==> src/rtl/store_buffer_pkg.sv <==
// Shared types and helpers for the store buffer: entry layout, FSM states,
// default depth and word-address helpers.
package store_buffer_pkg;

  localparam int unsigned SB_DEPTH = 4;

  typedef struct packed {
    logic        valid;
    logic [31:0] addr;
    logic [31:0] data;
  } sb_entry_t;

  typedef enum logic [0:0] {
    SB_NORMAL = 1'b0,
    SB_FLUSH  = 1'b1
  } sb_state_e;

  function automatic logic [31:0] word_align(input logic [31:0] a);
    return a & 32'hFFFF_FFFC;
  endfunction

  function automatic logic word_match(input logic [31:0] a, input logic [31:0] b);
    return word_align(a) == word_align(b);
  endfunction

endpackage

==> src/rtl/store_buffer_if.sv <==
// Store buffer connection bundle: MEM-stage store port, load forwarding
// lookup, flush handshake and D-cache drain port.
interface store_buffer_if;

  logic        st_valid;
  logic [31:0] st_addr;
  logic [31:0] st_data;
  logic        st_ready;

  logic [31:0] ld_addr;
  logic        fwd_hit;
  logic [31:0] fwd_data;

  logic        flush_req;
  logic        flush_ack;

  logic        sb_drain_valid;
  logic [31:0] sb_drain_addr;
  logic [31:0] sb_drain_data;
  logic        sb_drain_done;
  logic        force_drain;
  logic        empty;

  // Pipeline / D-cache side
  modport master (
    output st_valid, st_addr, st_data, ld_addr, flush_req, sb_drain_done,
    input  st_ready, fwd_hit, fwd_data, flush_ack,
    input  sb_drain_valid, sb_drain_addr, sb_drain_data, force_drain, empty
  );

  // Store buffer side
  modport slave (
    input  st_valid, st_addr, st_data, ld_addr, flush_req, sb_drain_done,
    output st_ready, fwd_hit, fwd_data, flush_ack,
    output sb_drain_valid, sb_drain_addr, sb_drain_data, force_drain, empty
  );

endinterface

==> src/rtl/store_buffer_fwd_match.sv <==
// Combinational youngest-match search over the buffered stores for
// store-to-load forwarding.
module sb_fwd_match
  import store_buffer_pkg::*;
#(
  parameter  int unsigned DEPTH = SB_DEPTH,
  localparam int unsigned PW    = $clog2(DEPTH)
) (
  input  sb_entry_t   entries [DEPTH],
  input  logic [PW-1:0] head,
  input  logic [PW:0]   count,
  input  logic [31:0]   ld_addr,
  output logic          hit,
  output logic [31:0]   data
);

  logic [PW-1:0] idx;

  // Walk oldest to youngest; a later match overrides, so the youngest wins.
  always_comb begin
    hit  = 1'b0;
    data = '0;
    idx  = '0;
    for (int unsigned i = 0; i < DEPTH; i++) begin
      idx = head + PW'(i);
      if (((PW+1)'(i) < count) && entries[idx].valid &&
          word_match(entries[idx].addr, ld_addr)) begin
        hit  = 1'b1;
        data = entries[idx].data;
      end
    end
  end

endmodule

==> src/rtl/store_buffer.sv <==
// Circular-FIFO store buffer between MEM stage and D-cache, with load
// forwarding and a fence/halt flush that drains every entry.
module store_buffer
  import store_buffer_pkg::*;
#(
  parameter int unsigned DEPTH = SB_DEPTH
) (
  input logic          clock,
  input logic          reset,
  store_buffer_if.slave sb
);

  localparam int unsigned PW   = $clog2(DEPTH);
  localparam logic [PW:0] FULL = (PW+1)'(DEPTH);

  sb_entry_t     entries [DEPTH];
  logic [PW-1:0] head;
  logic [PW-1:0] tail;
  logic [PW:0]   count;
  sb_state_e     state;
  sb_state_e     state_next;

  logic enq;
  logic deq;
  logic is_empty;

  assign is_empty    = (count == '0);
  assign sb.st_ready = (count < FULL) && (state == SB_NORMAL);
  assign enq         = sb.st_valid && sb.st_ready;
  assign deq         = sb.sb_drain_done && !is_empty;

  always_ff @(posedge clock) begin
    if (reset) begin
      head  <= '0;
      tail  <= '0;
      count <= '0;
      state <= SB_NORMAL;
    end else begin
      if (enq) tail <= tail + PW'(1);
      if (deq) head <= head + PW'(1);
      case ({enq, deq})
        2'b10:   count <= count + (PW+1)'(1);
        2'b01:   count <= count - (PW+1)'(1);
        default: count <= count;
      endcase
      state <= state_next;
    end
  end

  // Only the valid bits are reset; payload is don't-care until written.
  always_ff @(posedge clock) begin
    for (int unsigned i = 0; i < DEPTH; i++) begin
      if (reset) begin
        entries[i].valid <= 1'b0;
      end else begin
        if (deq && (head == PW'(i))) entries[i].valid <= 1'b0;
        if (enq && (tail == PW'(i))) begin
          entries[i].valid <= 1'b1;
          entries[i].addr  <= word_align(sb.st_addr);
          entries[i].data  <= sb.st_data;
        end
      end
    end
  end

  always_comb begin
    state_next = state;
    case (state)
      SB_NORMAL: if (sb.flush_req) state_next = SB_FLUSH;
      SB_FLUSH:  if (is_empty)     state_next = SB_NORMAL;
      default:   state_next = SB_NORMAL;
    endcase
  end

  assign sb.empty          = is_empty;
  assign sb.sb_drain_valid = !is_empty;
  assign sb.sb_drain_addr  = is_empty ? '0 : entries[head].addr;
  assign sb.sb_drain_data  = is_empty ? '0 : entries[head].data;
  assign sb.flush_ack      = (state == SB_FLUSH) && is_empty;
  assign sb.force_drain    = (count == FULL) || ((state == SB_FLUSH) && !is_empty);

  sb_fwd_match #(.DEPTH(DEPTH)) u_fwd (
    .entries (entries),
    .head    (head),
    .count   (count),
    .ld_addr (sb.ld_addr),
    .hit     (sb.fwd_hit),
    .data    (sb.fwd_data)
  );

endmodule

==> src/flat_wrapper.sv <==
// flat-port wrapper written by rule: the top's interface ports become plain ports
module store_buffer_flat import store_buffer_pkg::*;
#(
  parameter int unsigned DEPTH = SB_DEPTH
)
  (clock, reset, sb_st_valid, sb_st_addr, sb_st_data, sb_ld_addr, sb_flush_req, sb_sb_drain_done, sb_st_ready, sb_fwd_hit, sb_fwd_data, sb_flush_ack, sb_sb_drain_valid, sb_sb_drain_addr, sb_sb_drain_data, sb_force_drain, sb_empty);
  store_buffer_if sb_i ();
  input logic clock;
  input logic reset;
  input wire logic [$bits(sb_i.st_valid)-1:0] sb_st_valid;
  input wire logic [$bits(sb_i.st_addr)-1:0] sb_st_addr;
  input wire logic [$bits(sb_i.st_data)-1:0] sb_st_data;
  input wire logic [$bits(sb_i.ld_addr)-1:0] sb_ld_addr;
  input wire logic [$bits(sb_i.flush_req)-1:0] sb_flush_req;
  input wire logic [$bits(sb_i.sb_drain_done)-1:0] sb_sb_drain_done;
  output wire logic [$bits(sb_i.st_ready)-1:0] sb_st_ready;
  output wire logic [$bits(sb_i.fwd_hit)-1:0] sb_fwd_hit;
  output wire logic [$bits(sb_i.fwd_data)-1:0] sb_fwd_data;
  output wire logic [$bits(sb_i.flush_ack)-1:0] sb_flush_ack;
  output wire logic [$bits(sb_i.sb_drain_valid)-1:0] sb_sb_drain_valid;
  output wire logic [$bits(sb_i.sb_drain_addr)-1:0] sb_sb_drain_addr;
  output wire logic [$bits(sb_i.sb_drain_data)-1:0] sb_sb_drain_data;
  output wire logic [$bits(sb_i.force_drain)-1:0] sb_force_drain;
  output wire logic [$bits(sb_i.empty)-1:0] sb_empty;
  assign sb_i.st_valid = sb_st_valid;
  assign sb_i.st_addr = sb_st_addr;
  assign sb_i.st_data = sb_st_data;
  assign sb_i.ld_addr = sb_ld_addr;
  assign sb_i.flush_req = sb_flush_req;
  assign sb_i.sb_drain_done = sb_sb_drain_done;
  assign sb_st_ready = sb_i.st_ready;
  assign sb_fwd_hit = sb_i.fwd_hit;
  assign sb_fwd_data = sb_i.fwd_data;
  assign sb_flush_ack = sb_i.flush_ack;
  assign sb_sb_drain_valid = sb_i.sb_drain_valid;
  assign sb_sb_drain_addr = sb_i.sb_drain_addr;
  assign sb_sb_drain_data = sb_i.sb_drain_data;
  assign sb_force_drain = sb_i.force_drain;
  assign sb_empty = sb_i.empty;
  store_buffer #(.DEPTH(DEPTH)) u_core (.clock(clock), .reset(reset), .sb(sb_i));
endmodule
==> config.mk <==
export PLATFORM = sky130hd
export DESIGN_NAME = store_buffer_flat
export DESIGN_NICKNAME = d
export VERILOG_FILES = /design/src/rtl/store_buffer_pkg.sv /design/src/rtl/store_buffer_if.sv /design/src/rtl/store_buffer_fwd_match.sv /design/src/rtl/store_buffer.sv /design/src/flat_wrapper.sv
export SDC_FILE = /design/constraint.sdc
export NUM_CORES = 1
export LEC_CHECK = 0
export ABC_AREA = 0
export CAP_MARGIN = 20
export CORE_MARGIN = 1.5
export CORE_UTILIZATION = 40
export DETAILED_ROUTE_END_ITERATION = 6
export PLACE_DENSITY = 0.61
export SLEW_MARGIN = 20
export SYNTH_ARGS = -nofsm -noshare
export SYNTH_HDL_FRONTEND = slang
export SYNTH_HIERARCHICAL = 1
export SYNTH_SLANG_ARGS = --single-unit
export TNS_END_PERCENT = 1
==> constraint.sdc <==
create_clock -name clock -period 4.2 [get_ports clock]
set_clock_uncertainty 0.1 [all_clocks]
set_input_delay 0.84 -clock clock [delete_from_list [all_inputs] [get_ports clock]]
set_output_delay 0.84 -clock clock [all_outputs]
set_load 0.02 [all_outputs]
==> results of run 1 <==
layout make-up:
type | count | area, um^2
fillers | 3782 | 21100
multi-input cells | 805 | 10000
flip-flops and latches | 260 | 7690
repair buffers | 471 | 4500
clock buffers | 35 | 791
well taps | 600 | 751
clock inverters | 21 | 288
inverters | 44 | 166
diodes | 4 | 10.0
sequential cells by signal, indices dropped and copies added (netlist names):
register        cells
u_core/count        3
u_core/entries    252
u_core/head         2
u_core/state        1
u_core/tail         2
per-layer routing:
layer / global-route usage [%] / up-vias / wire (um)
met2: 35.4 / 316 / 24800
met1: 30.0 / 6820 / 22300
met4: 6.44 / 2 / 1220
met5: 0 / - / 12
li1: - / 5887 / -
met3: 3.49 / 67 / 2680
what timing repair did:
action / CTS / global route
endpoints found under the setup margin: 57 / 34
gates cloned: 1 / 0
buffers inserted: 9 / 10
gates resized for setup: 213 / 43
hold buffers: 0 / 0
pin swaps: 16 / 39
cell usage after synthesis, types with 3 or more instances:
cell / count / area [um^2]
edfxtp_1: 248 / 7450
mux4_2: 200 / 4500
mux2i_1: 104 / 1040
xnor2_1: 77 / 674
and2_1: 68 / 425
a221oi_1: 62 / 543
xor2_1: 47 / 412
buf_2: 43 / 215
inv_1: 42 / 158
clkbuf_1: 37 / 139
o21ai_0: 35 / 175
o221a_1: 31 / 349
o22ai_2: 30 / 375
nor2_1: 20 / 75.1
nand4_1: 16 / 100
buf_6: 15 / 169
dfxtp_1: 12 / 240
buf_1: 10 / 37.5
nand2_1: 10 / 37.5
nand3_1: 10 / 50.1
a21oi_1: 9 / 45.0
buf_4: 9 / 67.6
ha_1: 9 / 113
mux4_1: 9 / 236
nor4_1: 9 / 56.3
buf_12: 8 / 160
nor3_1: 5 / 25.0
a31oi_1: 4 / 25.0
a32o_1: 4 / 40.0
o2111ai_1: 4 / 35.0
nor2b_1: 3 / 18.8
o211ai_1: 3 / 22.5
worst max path at each step:
stage / slack (ns) / from / to / cells past startpoint
after detailed placement: -1.31 / sb_ld_addr[13] / sb_fwd_data[19] / 13
after global routing: -1.13 / u_core/head[0]$_SDFFE_PP0P_ / sb_fwd_data[26] / 15
after CTS: -0.98 / u_core/head[0]$_SDFFE_PP0P_ / sb_fwd_data[26] / 17
after floorplan: -0.05 / u_core/head[0]$_SDFFE_PP0P_ / sb_fwd_data[10] / 11
after global placement: -1.35 / sb_ld_addr[13] / sb_fwd_data[16] / 13
final: -1.03 / u_core/head[0]$_SDFFE_PP0P_ / sb_fwd_data[16] / 15
cell families after synthesis:
| kind of cell | Yosys count | share of synthesized area, % |
|---|---|---|
| XOR/XNOR | 124 | 5.91 |
| multiplexers | 315 | 31.6 |
| adder cells (fa/ha/maj) | 10 | 0.722 |
| AO/OA/AOI/OAI | 198 | 9.68 |
| AND/OR/NAND/NOR | 156 | 5.06 |
| flip-flops | 260 | 41.8 |
| buffers and inverters | 166 | 5.19 |
| other | 1 | 0.0204 |
power groups by stage:
stage	Sequential (W)	Combinational, W	Clock (W)
floorplan	0.00318	0.00440	0
global placement	0.00322	0.00649	0
detailed placement	0.00323	0.00653	0
CTS	0.00317	0.00670	0.00290
global route	0.00319	0.00723	0.00301
finish	0.00318	0.00677	0.00284
critical path: stages (launching register included):
cell,delay (ns)
dfxtp_4,0.45
buf_12,0.17
buf_4,0.13
mux4_2,0.51
xor2_1,0.17
nor2_1,0.11
o2111ai_2,0.19
or4_4,0.58
a2111oi_4,0.21
buf_4,0.19
buf_12,0.15
buf_12,0.15
a221oi_1,0.08
o221a_1,0.27
o22ai_2,0.18
buf_6,0.15
stage by stage:
step                      worst slack, ns  std cells  area (um^2)  power [W]
after floorplan                   -0.0527       1231        18400    0.00758
after global placement              -1.35       2160        22700    0.00972
after detailed placement            -1.31       2160        22700    0.00976
after CTS                          -0.983       2226        24000     0.0128
after global routing                -1.13       2238        24200     0.0134
final                               -1.03       2240        24200     0.0128
==> reports/metrics.yaml, run 1 <==
finish:
  drive_gt1_share_pct: 38.8
  areaGrowthSynthToFinish_pct: 31.9
  nets: 1724
  layout_common_cells: "edfxtp_1 (248), buf_4 (243), mux4_2 (202), clkdlybuf4s50_1 (148), mux2i_1 (103)"
  layout_commonest_cell: "edfxtp_1"
  fin_util_pct: 53.4
power:
  power.density_mw_per_mm2: 528
  max-vdd-ir-drop_mv: 0.404
  p_switching_w: 0.00445
  comb_power_share_pct: 52.9
  leakagePower_nw: 8.21
  p_sw_share_pct: 34.8
  seq_power_share_pct: 24.8
  clockPowerShare_pct: 22.2
  p_int_w: 0.00833
sta:
  fin_crit_ns: 5.23
  fmax_ghz: 0.191
  hold_violations: 0
  drv_slew: 0
  setup_viol: 33
  worst_pin_slew_ns: 0.617
  rsz0062_at_grt: "yes"
  setup_tns_ns: -31.09
  timing.hold.ws_ns: 0.417
  max-slew-margin-rel_pct: 58.8
  timing.final.ws_setup_ns: -1.03
  min_period_over_period_pct: 125
yosys:
  yosys_warnings: 6
  synth_edf_count: 248
  ys_async_sr_fraction_pct: 0
  synth-main-ff-cell: "edfxtp_1"
  yosysSeqAreaShare_pct: 41.8
  ys_ff_latch: 260
  syn_avg_cell_area_um2: 14.9
  synth_area_mm2: 0.0184
  synth_cell_types: 61
  synthesis.instances: 1230
clock_tree:
  cts_buffer_depth: 3
  cts_tree: "yes"
  numCtsBuffers: 31
  htree_num_levels: 1
  clkTransAtPathRegs_ns: 0.06
  clock_latency_ns: 0.58
  cts-root-buf: "clkbuf_16"
  cts_sinks: 260
setup_path:
  reg2reg_to: "u_core/entries[145]$_DFFE_PP_"
  r2r-start: "u_core/count[2]$_SDFFE_PP0P_"
  path_max_fanout: 14
  crit_type: "flip-flop to output pin"
  worstPathArrival_ns: 4.29
  end_kind: "output pin"
  reg2reg_slack_ns: 1.81
  reg2reg_depth: 5
  required_ns: 3.26
  start_kind: "flip-flop"
grt:
  grt.total_usage_pct: 21.7
  antenna_found_initial: 5
  grt_pass1_vias: 13274
  grt_max_degree: 67
  grt_overflow: 0
  grt_pass1_wl_mm: 78.8
min_path:
  min_to: "u_core/tail[1]$_SDFFE_PP0P_"
  hold_start: "u_core/tail[1]$_SDFFE_PP0P_"
  min_path_cells: 2
  hold_class: "flip-flop to flip-flop"
place:
  dpl.hpwl_mm: 35.8
  place_congestion: 0.845
  io_buffers: 196
floorplan:
  io_pins: 203
  start_util_pct: 40.5
  die_area_mm2: 0.0472
  die_x_um: 217
  row_count: 78
  die_h_um: 217
  coreArea_mm2: 0.0454
outcome:
  status: "finished, violations left"
  violations: "setup timing"
routing:
  drc: 0
  wl_mm: 51.1
  vias: 13092
  wl_per_cell_um: 22.8
  drtIter0Drc: 896
  ant_nets: 0
  viasPerCell: 5.84
  first_pass_iters: 7
flow_run:
  maxCapViolCount: 0
Note: power is estimated with default switching activity, not from simulation.
==> run 2, diff against run 1 <==
--- a/config.mk
+++ b/config.mk
@@ -16,4 +16,3 @@
 export SYNTH_HDL_FRONTEND = slang
 export SYNTH_HIERARCHICAL = 1
 export SYNTH_SLANG_ARGS = --single-unit
-export TNS_END_PERCENT = 1
==> reports/metrics.yaml, run 2 (same netlist as run 1, synthesis figures left out) <==
grt:
  antenna_found_initial: 5  # unchanged
  grt_pass1_wl_mm: 82.9  # +5.2%
  grt.total_usage_pct: 23.3  # +1.6 points
  grt_overflow: 0  # unchanged
  grt_max_degree: 56  # -16%
  grt_pass1_vias: 13784  # +3.8%
floorplan:
  row_count: 78  # unchanged
  die_x_um: 217  # unchanged
  start_util_pct: 40.5  # unchanged
  die_h_um: 217  # unchanged
  die_area_mm2: 0.0472  # unchanged
  coreArea_mm2: 0.0454  # unchanged
  io_pins: 203  # unchanged
clock_tree:
  cts_tree: "yes"
  clkTransAtPathRegs_ns: 0.05  # about the same
  clock_latency_ns: 0.54  # -0.04 ns
  cts-root-buf: "clkbuf_16"
  htree_num_levels: 2  # +1
  numCtsBuffers: 34  # +9.7%
  cts_sinks: 260  # unchanged
  cts_buffer_depth: 3  # unchanged
sta:
  drv_slew: 0  # unchanged
  min_period_over_period_pct: 122  # -2.4 points
  fin_crit_ns: 5.13  # -0.0994 ns
  hold_violations: 0  # unchanged
  setup_viol: 33  # unchanged
  timing.final.ws_setup_ns: -0.934  # +0.0994 ns
  worst_pin_slew_ns: 0.720  # +0.103 ns
  max-slew-margin-rel_pct: 52.0  # -6.9 points
  fmax_ghz: 0.195  # +1.9%
  rsz0062_at_grt: "yes"
setup_path:
  start_kind: "flip-flop"
  crit_type: "flip-flop to output pin"
  path_max_fanout: 8  # -6
  end_kind: "output pin"
  required_ns: 3.26  # about the same
  worstPathArrival_ns: 4.19  # -0.10 ns
finish:
  layout_commonest_cell: "edfxtp_1"
  fillers: 3613  # -4.5%
  fin_util_pct: 56.3  # +2.9 points
  reg.largest.list: "u_core/entries (252), u_core/count (3)"
  layout_common_cells: "edfxtp_1 (248), buf_4 (247), mux4_2 (202), clkdlybuf4s50_1 (149), mux2i_1 (101)"
  drive_gt1_share_pct: 43.7  # +4.9 points
  fin_area_mm2: 0.0256  # +5.5%
  finalNonFillerCells: 2298  # +2.6%
  nets: 1779  # +3.2%
  largest_reg_flops: 252  # unchanged
  top_register: "u_core/entries"
  areaGrowthSynthToFinish_pct: 39.1
power:
  finalPower_w: 0.0132  # +3.4%
  comb_power_share_pct: 53.9  # +1.0 points
  p_int_w: 0.00854  # +2.6%
  seq_power_share_pct: 24.0  # -0.8 points
  p_sw_share_pct: 35.4  # +0.51 points
  clockPowerShare_pct: 22.0  # -0.2 points
  max-vdd-ir-drop_mv: 0.590  # +46%
  p_switching_w: 0.00467  # +4.9%
  leakagePower_nw: 8.92  # +8.7%
  power.density_mw_per_mm2: 517  # -2.0%
routing:
  vias: 13671  # +4.4%
  ant_nets: 0  # unchanged
  drtIter0Drc: 910  # +1.6%
  first_pass_iters: 5  # -2
  wl_per_cell_um: 24.6  # +7.9%
  wl_mm: 56.5  # +11%
  drc: 0  # unchanged
  viasPerCell: 5.95  # +1.8%
min_path:
  hold_class: "flip-flop to flip-flop"
place:
  dp_cells: 2181  # +0.97%
  io_buffers: 196  # unchanged
  postPlaceCellArea_mm2: 0.0227  # +0.28%
  dpl.hpwl_mm: 36.3  # +1.4%
  place_congestion: 0.811  # -4.0%
flow_run:
  maxCapViolCount: 0  # unchanged
outcome:
  violations: "setup timing"
  status: "finished, violations left"
run 2: what timing repair did:
action / CTS / global route
endpoints found under the setup margin: 57 / 41
gates resized for setup: 299 / 81
buffers inserted: 24 / 14
gates cloned: 13 / 5
pin swaps: 42 / 28
hold buffers: 0 / 0
run 2: final timing paths:
check	from	to	slack (ns)	cells past startpoint
max	u_core/head[0]$_SDFFE_PP0P_	sb_fwd_data[14]	-0.93	15
min	u_core/tail[1]$_SDFFE_PP0P_	u_core/tail[1]$_SDFFE_PP0P_	0.42	2
max reg2reg	u_core/count[2]$_SDFFE_PP0P_	u_core/entries[146]$_DFFE_PP_	1.63	5
min reg2reg	u_core/tail[1]$_SDFFE_PP0P_	u_core/tail[1]$_SDFFE_PP0P_	0.42	2
run 2: power by group through the flow:
| stage | combinational [W] | clock, W | sequential (W) |
|---|---|---|---|
| after floorplan | 0.00440 | 0 | 0.00318 |
| after global placement | 0.00640 | 0 | 0.00324 |
| after detailed placement | 0.00645 | 0 | 0.00325 |
| after CTS | 0.00700 | 0.00297 | 0.00316 |
| after global routing | 0.00755 | 0.00307 | 0.00319 |
| final | 0.00713 | 0.00291 | 0.00318 |
run 2: worst max-delay path: stages, from the launching register on:
cell,delay [ns]
dfxtp_4,0.44
buf_12,0.17
buf_8,0.12
mux4_2,0.56
xor2_4,0.20
a211oi_2,0.19
nand4_1,0.23
nor3_2,0.34
buf_4,0.18
a2111oi_4,0.06
buf_12,0.17
buf_12,0.15
a221oi_1,0.30
o221a_1,0.30
o22ai_2,0.09
buf_6,0.14
run 2: metrics by stage:
stage / hold WS, ns / setup TNS (ns) / setup slack, ns
3_5_place_dp: 0.405 / -42.36 / -1.22
2_1_floorplan: 0.369 / -1.46 / -0.0527
3_3_place_gp: 0.390 / -41.11 / -1.18
6_report: 0.424 / -26.73 / -0.934
5_1_grt: 0.463 / -29.07 / -0.981
4_1_cts: 0.421 / -25.32 / -0.823
run 2: final cells by class:
| type | count | area (um^2) | area share, % |
|---|---|---|---|
| clock buffer | 44 | 920 | 3.60 |
| multi-input combinational | 805 | 10400 | 40.6 |
| inverter | 44 | 169 | 0.661 |
| antenna | 6 | 15.0 | 0.0587 |
| sequential | 260 | 7690 | 30.1 |
| timing repair buffer | 523 | 5430 | 21.3 |
| tap | 600 | 751 | 2.94 |
| clock inverter | 16 | 191 | 0.749 |
run 2: routing by layer:
| metal | vias to the layer above | routed length, um | GRT usage (%) |
|---|---|---|---|
| li1 | 6025 | - | - |
| met1 | 7114 | 24400 | 31.8 |
| met2 | 437 | 27100 | 37.4 |
| met3 | 95 | 3190 | 3.93 |
| met4 | 0 | 1760 | 8.68 |
| met5 | - | 0 | 0 |
==> run 3, diff against run 2 <==
--- a/config.mk
+++ b/config.mk
@@ -10,6 +10,7 @@
 export CORE_MARGIN = 1.5
 export CORE_UTILIZATION = 40
 export DETAILED_ROUTE_END_ITERATION = 6
+export GPL_TIMING_DRIVEN = 0
 export PLACE_DENSITY = 0.61
 export SLEW_MARGIN = 20
 export SYNTH_ARGS = -nofsm -noshare
==> reports/metrics.yaml, run 3 (same netlist as run 1, synthesis figures left out) <==
floorplan:
  row_count: 78  # unchanged
  start_util_pct: 40.5  # unchanged
  die_x_um: 217  # unchanged
  die_area_mm2: 0.0472  # unchanged
  die_h_um: 217  # unchanged
  io_pins: 203  # unchanged
  coreArea_mm2: 0.0454  # unchanged
min_path:
  hold_class: "flip-flop to flip-flop"
outcome:
  status: "finished, violations left"
  violations: "setup timing"
sta:
  setup_viol: 33  # unchanged
  timing.final.ws_setup_ns: -1.04  # -0.103 ns
  fmax_ghz: 0.191  # -2.0%
  max-slew-margin-rel_pct: 36.2  # -16 points
  min_period_over_period_pct: 125  # +2.4 points
  rsz0062_at_grt: "yes"
  fin_crit_ns: 5.24  # +0.103 ns
  hold_violations: 0  # unchanged
  worst_pin_slew_ns: 0.957  # +0.237 ns
  drv_slew: 0  # unchanged
finish:
  fin_util_pct: 52.4  # -4.0 points
  top_register: "u_core/entries"
  fillers: 3741  # +3.5%
  areaGrowthSynthToFinish_pct: 29.3
  reg.largest.list: "u_core/entries (252), u_core/count (3)"
  nets: 1612  # -9.4%
  layout_common_cells: "edfxtp_1 (248), mux4_2 (200), clkdlybuf4s50_1 (151), mux2i_1 (94), and2_1 (64)"
  largest_reg_flops: 252  # unchanged
  drive_gt1_share_pct: 35.9  # -7.8 points
  layout_commonest_cell: "edfxtp_1"
flow_run:
  maxCapViolCount: 0  # unchanged
power:
  finalPower_w: 0.0133  # +0.62%
  leakagePower_nw: 7.68  # -14%
  power.density_mw_per_mm2: 560  # +8.3%
  max-vdd-ir-drop_mv: 0.384  # -35%
routing:
  drc: 0  # unchanged
  vias: 13574  # -0.71%
  drtIter0Drc: 1182  # +30%
  wl_per_cell_um: 29.2  # +19%
  first_pass_iters: 5  # unchanged
  ant_nets: 0  # unchanged
  wl_mm: 62.1  # +9.9%
  viasPerCell: 6.38  # +7.2%
setup_path:
  crit_chain: "buf_12, buf_12, mux4_2, xnor2_4, nand4_1, or4_4, a2111oi_4, buf_4, buf_12, buf_12, a221oi_2, o221a_1, o22ai_4, buf_6"
  crit_type: "flip-flop to output pin"
  start_kind: "flip-flop"
  worst-path-buf-inv: 6  # unchanged
  worstPathArrival_ns: 4.30  # +0.11 ns
  cpMostUsedCell: "buf_12"
  cpPeakStageDelay_ns: 0.61  # +0.05 ns
  worst_path_dominant_cell_family: "buffers and inverters"
  required_ns: 3.26  # about the same
  end_kind: "output pin"
  path_max_fanout: 6  # -2
  crit_path_top_delay_cell: "or4_4"
grt:
  met2_usage_pct: 40.4  # +3.0 points
  grt_pass1_wl_mm: 91.2  # +9.9%
  grt.total_usage_pct: 26.1  # +2.8 points
  busiest_layer: "met2"
  gr-usage-met3_pct: 4.63  # +0.70 points
  antenna_found_initial: 5  # unchanged
  grt_max_degree: 41  # -27%
  grt_pass1_vias: 13343  # -3.2%
  grt_overflow: 0  # unchanged
  use_met1_pct: 37.6  # +5.9 points
clock_tree:
  cts_tree: "yes"
  clkTransAtPathRegs_ns: 0.06  # about the same
  cts-root-buf: "clkbuf_16"
  clock_latency_ns: 0.60  # +0.06 ns
  cts_hold_buf: 0  # unchanged
  cts_buffer_depth: 3  # unchanged
  cts_sinks: 260  # unchanged
  numCtsBuffers: 30  # -12%
  htree_num_levels: 1  # -1
place:
  dpl.hpwl_mm: 42.6  # +17%
  io_buffers: 184  # -6.1%
  place_congestion: 0.907  # +12%
run 3: per-stage QoR:
stage,instances,hold slack [ns],instance area (um^2),setup slack (ns),setup TNS (ns)
6_report,2129,0.411,23800,-1.04,-31.86
5_1_grt,2127,0.445,23800,-1.12,-34.79
4_1_cts,2111,0.411,23400,-0.913,-28.13
3_5_place_dp,2019,0.395,21200,-2.17,-66.02
3_3_place_gp,2015,0.403,21000,-2.15,-424.69
2_1_floorplan,1231,0.369,18500,-0.0527,-1.46
run 3: final cells by class:
| cell class | instances | area [um^2] | area share, % |
|---|---|---|---|
| inverter | 44 | 170 | 0.716 |
| clock buffer | 33 | 762 | 3.21 |
| timing repair buffer | 240 | 2530 | 10.7 |
| antenna | 4 | 10.0 | 0.0421 |
| clock inverter | 23 | 254 | 1.07 |
| sequential | 260 | 7690 | 32.4 |
| multi-input combinational | 805 | 10400 | 43.6 |
| buffer | 120 | 1230 | 5.19 |
| tap | 600 | 751 | 3.16 |
run 3: worst paths after layout:
path | start | to | slack, ns | depth (start not counted)
min reg2reg | u_core/tail[1]$_SDFFE_PP0P_ | u_core/tail[1]$_SDFFE_PP0P_ | 0.41 | 2
max reg2reg | u_core/count[2]$_SDFFE_PP0P_ | u_core/entries[222]$_DFFE_PP_ | 1.58 | 5
max | u_core/head[0]$_SDFFE_PP0P_ | sb_fwd_data[29] | -1.04 | 14
min | u_core/tail[1]$_SDFFE_PP0P_ | u_core/tail[1]$_SDFFE_PP0P_ | 0.41 | 2
run 3: report_power, final:
group          switching [W]  total, W  internal [W]
Clock                0.00113   0.00269       0.00156
Sequential          0.000180   0.00320       0.00302
Combinational        0.00371   0.00741       0.00370
Total                0.00502    0.0133       0.00828
run 3: repair_timing:
action / in CTS / in global routing
endpoints found under the setup margin: 33 / 34
cloned: 2 / 4
hold endpoints to repair: 0 / 0
pin swaps: 35 / 34
setup buffers: 35 / 11
resized for setup: 413 / 40
run 3: worst reg2reg max path, stage by stage (launching register included):
cell	delay, ns
dfxtp_1	0.44
or3b_1	0.43
clkbuf_1	0.19
nor2_4	0.21
and2_4	0.57
buf_16	0.34
run 3: routing by layer:
metal | share of wire [%] | up-vias
met4 | 3.3 | 0
met1 | 42 | 7079
met3 | 8.9 | 105
li1 | - | 5683
met2 | 46 | 707
met5 | 0 | -
